File: src/rtl/fetch_unit_pkg.sv
// Shared fetch-stage definitions: FSM state encodings and default widths/reset PC.
`timescale 1ns/1ps
package fetch_unit_pkg;

  localparam int unsigned PC_WIDTH_DEF   = 32;
  localparam int unsigned INST_WIDTH_DEF = 32;
  localparam logic [31:0] RESET_PC_DEF   = 32'h0000_0000;

  typedef enum logic [2:0] {
    ST_IDLE = 3'd0,
    ST_REQ  = 3'd1,
    ST_WAIT = 3'd2,
    ST_HOLD = 3'd3,
    ST_DROP = 3'd4
  } fetch_state_e;

endpackage

File: src/rtl/fetch_pc_reg.sv
// Program counter: redirect beats advance; the +4 adder wraps naturally at PC_WIDTH.
`timescale 1ns/1ps
module fetch_pc_reg #(
  parameter int unsigned         PC_WIDTH = 32,
  parameter logic [PC_WIDTH-1:0] RESET_PC = '0
) (
  input  logic                clk,
  input  logic                reset_n,
  input  logic                i_redirect,
  input  logic [PC_WIDTH-1:0] i_target,
  input  logic                i_advance,
  output logic [PC_WIDTH-1:0] o_pc,
  output logic [PC_WIDTH-1:0] o_pc_next
);

  logic [PC_WIDTH-1:0] r_pc;
  logic [PC_WIDTH-1:0] w_pc_plus4;
  logic [PC_WIDTH-1:0] w_target_aligned;

  assign w_pc_plus4       = r_pc + PC_WIDTH'(4);
  // Branch targets are word-aligned regardless of what the later stage sends.
  assign w_target_aligned = i_target & ~PC_WIDTH'(3);

  // PC update: redirect has priority over sequential advance.
  always_ff @(posedge clk or negedge reset_n) begin
    if (!reset_n)        r_pc <= RESET_PC;
    else if (i_redirect) r_pc <= w_target_aligned;
    else if (i_advance)  r_pc <= w_pc_plus4;
  end

  assign o_pc      = r_pc;
  assign o_pc_next = w_pc_plus4;

endmodule

File: src/rtl/fetch_unit.sv
// Instruction fetch: one outstanding imem request, single-entry instruction buffer,
// redirect handling that drops in-flight responses.
`timescale 1ns/1ps
module fetch_unit
  import fetch_unit_pkg::*;
#(
  parameter int unsigned         PC_WIDTH   = PC_WIDTH_DEF,
  parameter int unsigned         INST_WIDTH = INST_WIDTH_DEF,
  parameter logic [PC_WIDTH-1:0] RESET_PC   = PC_WIDTH'(RESET_PC_DEF)
) (
  input  logic                  clk,
  input  logic                  reset_n,
  input  logic                  branch_taken,
  input  logic [PC_WIDTH-1:0]   branch_target,
  input  logic                  IF_ID_write,
  output logic                  imem_req,
  output logic [PC_WIDTH-1:0]   imem_addr,
  input  logic                  imem_gnt,
  input  logic                  imem_rvalid,
  input  logic [INST_WIDTH-1:0] imem_rdata,
  output logic                  fetch_valid,
  output logic [PC_WIDTH-1:0]   fetch_pc,
  output logic [PC_WIDTH-1:0]   fetch_pc_next,
  output logic [INST_WIDTH-1:0] fetch_inst,
  output logic                  IF_flush
);

  fetch_state_e          r_state;
  logic [INST_WIDTH-1:0] r_buf;
  logic                  r_imem_req;
  logic                  r_fetch_valid;
  logic                  w_accept;
  logic                  w_advance;
  logic [PC_WIDTH-1:0]   w_pc;
  logic [PC_WIDTH-1:0]   w_pc_next;

  // r_imem_req is high exactly while in ST_REQ.
  assign w_accept  = r_imem_req & imem_gnt;
  assign w_advance = (r_state == ST_HOLD) & IF_ID_write & ~branch_taken;

  fetch_pc_reg #(
    .PC_WIDTH (PC_WIDTH),
    .RESET_PC (RESET_PC)
  ) u_pc (
    .clk        (clk),
    .reset_n    (reset_n),
    .i_redirect (branch_taken),
    .i_target   (branch_target),
    .i_advance  (w_advance),
    .o_pc       (w_pc),
    .o_pc_next  (w_pc_next)
  );

  // Fetch FSM with registered request/valid flags and the instruction buffer.
  always_ff @(posedge clk or negedge reset_n) begin
    if (!reset_n) begin
      r_state       <= ST_IDLE;
      r_buf         <= '0;
      r_imem_req    <= 1'b0;
      r_fetch_valid <= 1'b0;
    end else begin
      case (r_state)
        ST_IDLE: begin
          r_state    <= ST_REQ;
          r_imem_req <= 1'b1;
        end
        ST_REQ: begin
          // Without accept we stay; the address follows pc, so a redirect just retargets.
          if (w_accept) begin
            r_state    <= branch_taken ? ST_DROP : ST_WAIT;
            r_imem_req <= 1'b0;
          end
        end
        ST_WAIT: begin
          if (branch_taken) begin
            // A response landing with the redirect is stale; otherwise wait it out in DROP.
            r_state    <= imem_rvalid ? ST_REQ : ST_DROP;
            r_imem_req <= imem_rvalid;
          end else if (imem_rvalid) begin
            r_state       <= ST_HOLD;
            r_buf         <= imem_rdata;
            r_fetch_valid <= 1'b1;
          end
        end
        ST_HOLD: begin
          if (branch_taken || IF_ID_write) begin
            r_state       <= ST_REQ;
            r_imem_req    <= 1'b1;
            r_fetch_valid <= 1'b0;
            r_buf         <= '0;
          end
        end
        ST_DROP: begin
          // Redirects here only move pc (handled in u_pc); the pending response is discarded.
          if (imem_rvalid) begin
            r_state    <= ST_REQ;
            r_imem_req <= 1'b1;
          end
        end
        default: begin
          r_state       <= ST_IDLE;
          r_imem_req    <= 1'b0;
          r_fetch_valid <= 1'b0;
        end
      endcase
    end
  end

  assign imem_req      = r_imem_req;
  assign imem_addr     = w_pc;
  assign fetch_valid   = r_fetch_valid;
  assign fetch_pc      = w_pc;
  assign fetch_pc_next = w_pc_next;
  assign fetch_inst    = r_fetch_valid ? r_buf : '0;
  assign IF_flush      = branch_taken;

endmodule

File: config.mk
export PLATFORM = sky130hd
export DESIGN_NAME = fetch_unit
export DESIGN_NICKNAME = d
export VERILOG_FILES = /design/src/rtl/fetch_unit_pkg.sv /design/src/rtl/fetch_pc_reg.sv /design/src/rtl/fetch_unit.sv
export SDC_FILE = /design/constraint.sdc
export NUM_CORES = 1
export LEC_CHECK = 0
export CAP_MARGIN = 20
export CORE_MARGIN = 8
export CORE_UTILIZATION = 58
export CTS_CLUSTER_SIZE = 16
export DETAILED_ROUTE_END_ITERATION = 8
export DONT_BUFFER_PORTS = 1
export PLACE_DENSITY = 0.76
export SLEW_MARGIN = 20
export SYNTH_ARGS = -nofsm -noshare
export SYNTH_HDL_FRONTEND = slang
export SYNTH_HIERARCHICAL = 1
export SYNTH_SLANG_ARGS = --single-unit
export TNS_END_PERCENT = 5
File: constraint.sdc
create_clock -name clk -period 3 [get_ports clk]
set_clock_uncertainty 0.2 [all_clocks]
set_input_delay 0.6 -clock clk [delete_from_list [all_inputs] [get_ports clk]]
set_output_delay 0.6 -clock clk [all_outputs]
set_load 0.05 [all_outputs]
==> metrics.md <==
| Metric | Value |
|---|---|
| Crit Path Max Fanout | `12` |
| CTS buffer count | `9` |
| Nature of the critical path endpoint | `output port` |
| DIE WIDTH | `about 100 microns` |
| DR vias/cell | `slightly below 6` |
| Clk root buf | `clkbuf_8` |
| Total GRT Usage | `roughly 23%` |
| Port bufs | `0` |
| Top layer in use | `met4` |
| CTS Sinks | `67` |
| Core area | `0.007647 sq mm` |
| Synth area leaders | `dfrtp_1 (37%), mux2i_1 (7.3%), buf_4 (6.8%)` |
| Htree depth | `3` |
| Min Tclk post-route | `2953 ps` |
| Worst setup SP type | `flop` |
| Largest net degree at the start of global routing | `68` |
| Initial Util | `between 50% and 60%` |
| Arr. time, crit path | `roughly 2200 ps` |
| Status | `complete, no violations` |
| Top cell type's share of synthesized area | `36.86%` |
| Peak supply drop | `0.3151 mV` |
| Post-DP HPWL | `9.531 mm` |
| Post-synth EDFFs | `0` |
| Commonest non-fill, non-tap cells in the layout | `nand2_1 (67), buf_4 (62), dfrtp_1 (61), inv_1 (37)` |
| RSZ-0062 raised after global routing | `true` |
| Fin Setup TNS | `0 ps` |
| Crit path from | `u_pc/o_pc[16]` |
| First-pass GRT wire length | `20.75 mm` |
| DR vias | `3880` |
| Drt drc | `0` |
| Final Hold Vio Count | `0` |
| Worst min path class | `input port to flop` |
| Met1 Wirelength | `4.882 mm` |
| Most common cell after layout, fill and taps aside | `nand2_1` |
| Synth unique cells | `50` |
| DRT Pass-1 Iters | `5` |
| Final Cell Area | `0.005543 sq mm` |
| Num rows | `32` |
| R2r startpoint | `r_state[2]` |
| Post-Route WL | `between 10 and 15 mm` |
| Top cell type by total area after synthesis | `dfrtp_1` |
| Antenna violations before repair | `0` |
| Power Total | `2.659 mW` |
| Pleak | `2.489 nW` |
| Final Max Slew Viols | `0` |
| Share of post-route cells with drive strength above 1 | `24.37%` |
| Number of setup violations in the final report | `0` |
| Critical Path RT | `2200 ps` |
| MaxCap Viol Count | `0` |
| Total congestion overflow | `0` |
| Max Freq | `between 300 and 400 MHz` |
| Detail Route met3 WL | `1.116 mm` |
| Placed Instance Area | `0.005245 sq mm` |
| Placement Setup Slack | `176.9 ps` |
| Seq/Total Area, Yosys | `36.86%` |
| Routed length per placed instance | `19.56 microns` |
| Final non-filler cell total | `656` |
| Async set or reset register ratio after synthesis | `100.0%` |
| Metal2 WL | `6.495 mm` |
| Measured slew at the worst slew-check pin | `852.8 ps` |
| Register bit total from synthesis | `67` |
| Detailed Route Iter0 Violations | `291` |
| Setup crit end | `fetch_pc_next[31]` |
| TritonCTS clock tree | `built` |
| Crit Path Category | `flop to output port` |
| ANT cells | `0` |
| Final #Nets | `620` |
| Reg2Reg Depth | `7` |
| Synth warnings | `6` |
| RD Place Congestion | `roughly 0.87` |
| Syn_area_per_cell | `8.647 sq um` |
| R2R Setup Slk | `400 ps` |
| Clk Latency, worst-skew pair | `340 ps` |
| CTS Buffer Depth | `2` |
| Total Die Area | `0.01093 sq mm` |
| Mapped cell area | `0.004548 sq mm` |
| Final period util | `98.43%` |
| Post-route ant nets | `0` |
| Vias in the first global route | `4030` |
| Fill cells | `530` |
| Die height | `approximately 100 microns` |
| P&R area growth vs syn | `21.87%` |
| Num ports | `201` |
| Pwr Density | `479.8 mW/mm^2` |
| Final WS setup | `roughly 47 ps` |
| R2r endpoint | `u_pc/o_pc[27]` |
| Rel. slew slack | `43.08%` |
| Synth Instances | `526` |
| Clk slew on worst S/H paths | `70 ps` |
| Top FF cell, synth | `dfrtp_1` |
| Inst Count DP | `between 600 and 700` |
## cell usage after synthesis, drive strengths merged, types with 2 or more instances
cell and n:
o21a 2, a31oi 13, nor2 25, nand3 22, nand2 67, nand2b 3
o211ai 2, inv 37, a21oi 6, or3 3, buf 52, nand4 15
dfrtp 67, and3 3, xor2 14, nor3b 2, or4 14, and2 33
clkbuf 23, and4 9, nor3 8, mux2i 33, nor4 2, xnor2 26
o21ai 17, a211o 2, o31ai 9
## worst min path at each step
stage            startpoint     endpoint  slack (ps)  cells past startpoint
2_1_floorplan       reset_n  fetch_valid         100                      0
3_3_place_gp        reset_n    r_buf[19]         110                      0
3_5_place_dp        reset_n    r_buf[19]         110                      0
4_1_cts        branch_taken   r_state[1]         110                      1
5_1_grt        branch_taken   r_state[1]         120                      1
6_report       branch_taken   r_state[1]         130                      1
## critical path, cell delays in order (launching register included)
cell,delay [ps]
dfrtp_1,360
buf_6,280
and4_4,360
and3_1,230
nand3_1,200
xnor2_4,220
buf_12,160
## cell families (layout without fill, tap and decap cells)
group,Yosys count,after routing,synth area share (%)
xor+xnor,40,40,7.703
compound gates,60,60,8.638
flops,67,67,36.86
buf+inv,112,137,14.31
fa+ha+maj,1,1,0.2751
simple gates,212,212,24.87
mux,33,33,7.263
other cells,1,4,0.08245
## cell type report
type / count / area (sq um) / area share (%)
timing repair buffer: 84 / 877.1 / 15.82
tap: 102 / 127.6 / 2.302
sequential: 67 / 1684 / 30.38
multi-input combinational: 350 / 2521 / 45.49
clock inverter: 5 / 52.55 / 0.9481
inverter: 37 / 138.9 / 2.506
clock buffer: 11 / 141.4 / 2.551
## per-stage QoR
| step | utilization, % | hold WS, ps |
|---|---|---|
| finish | 72.48 | 131.2 |
| CTS | 71.89 | 111.8 |
| floorplan | - | 104.4 |
| global placement | 68.59 | 106.5 |
| global route | 72.48 | 117.9 |
| detailed placement | 68.59 | 106.5 |
## registers in the layout, indices dropped and copies added (netlist names)
name and flops:
r_state 3, u_pc/o_pc 30, r_buf 32, fetch_valid 1, imem_req 1
## repair_timing
action,in CTS,in global routing
hold buffers,2,0
endpoints found under the hold margin,67,0
pin swaps,0,7
endpoints found under the setup margin,7,13
setup buffers,0,3
cloned,0,0
gates resized for setup,8,8
## power breakdown
part           leakage [nW]  internal [mW]  switching, mW
combinational          1.65          0.261          0.651
sequential            0.737          0.963         0.0526
clock                0.0991          0.402          0.330
## per-layer routing
layer	vias to the layer above	track usage, %
met5	-	0
met4	0	10.24
met3	32	7.371
met2	224	39.62
met1	1845	25.80
li1	1779	-
Note: power is estimated with default switching activity, not from simulation.
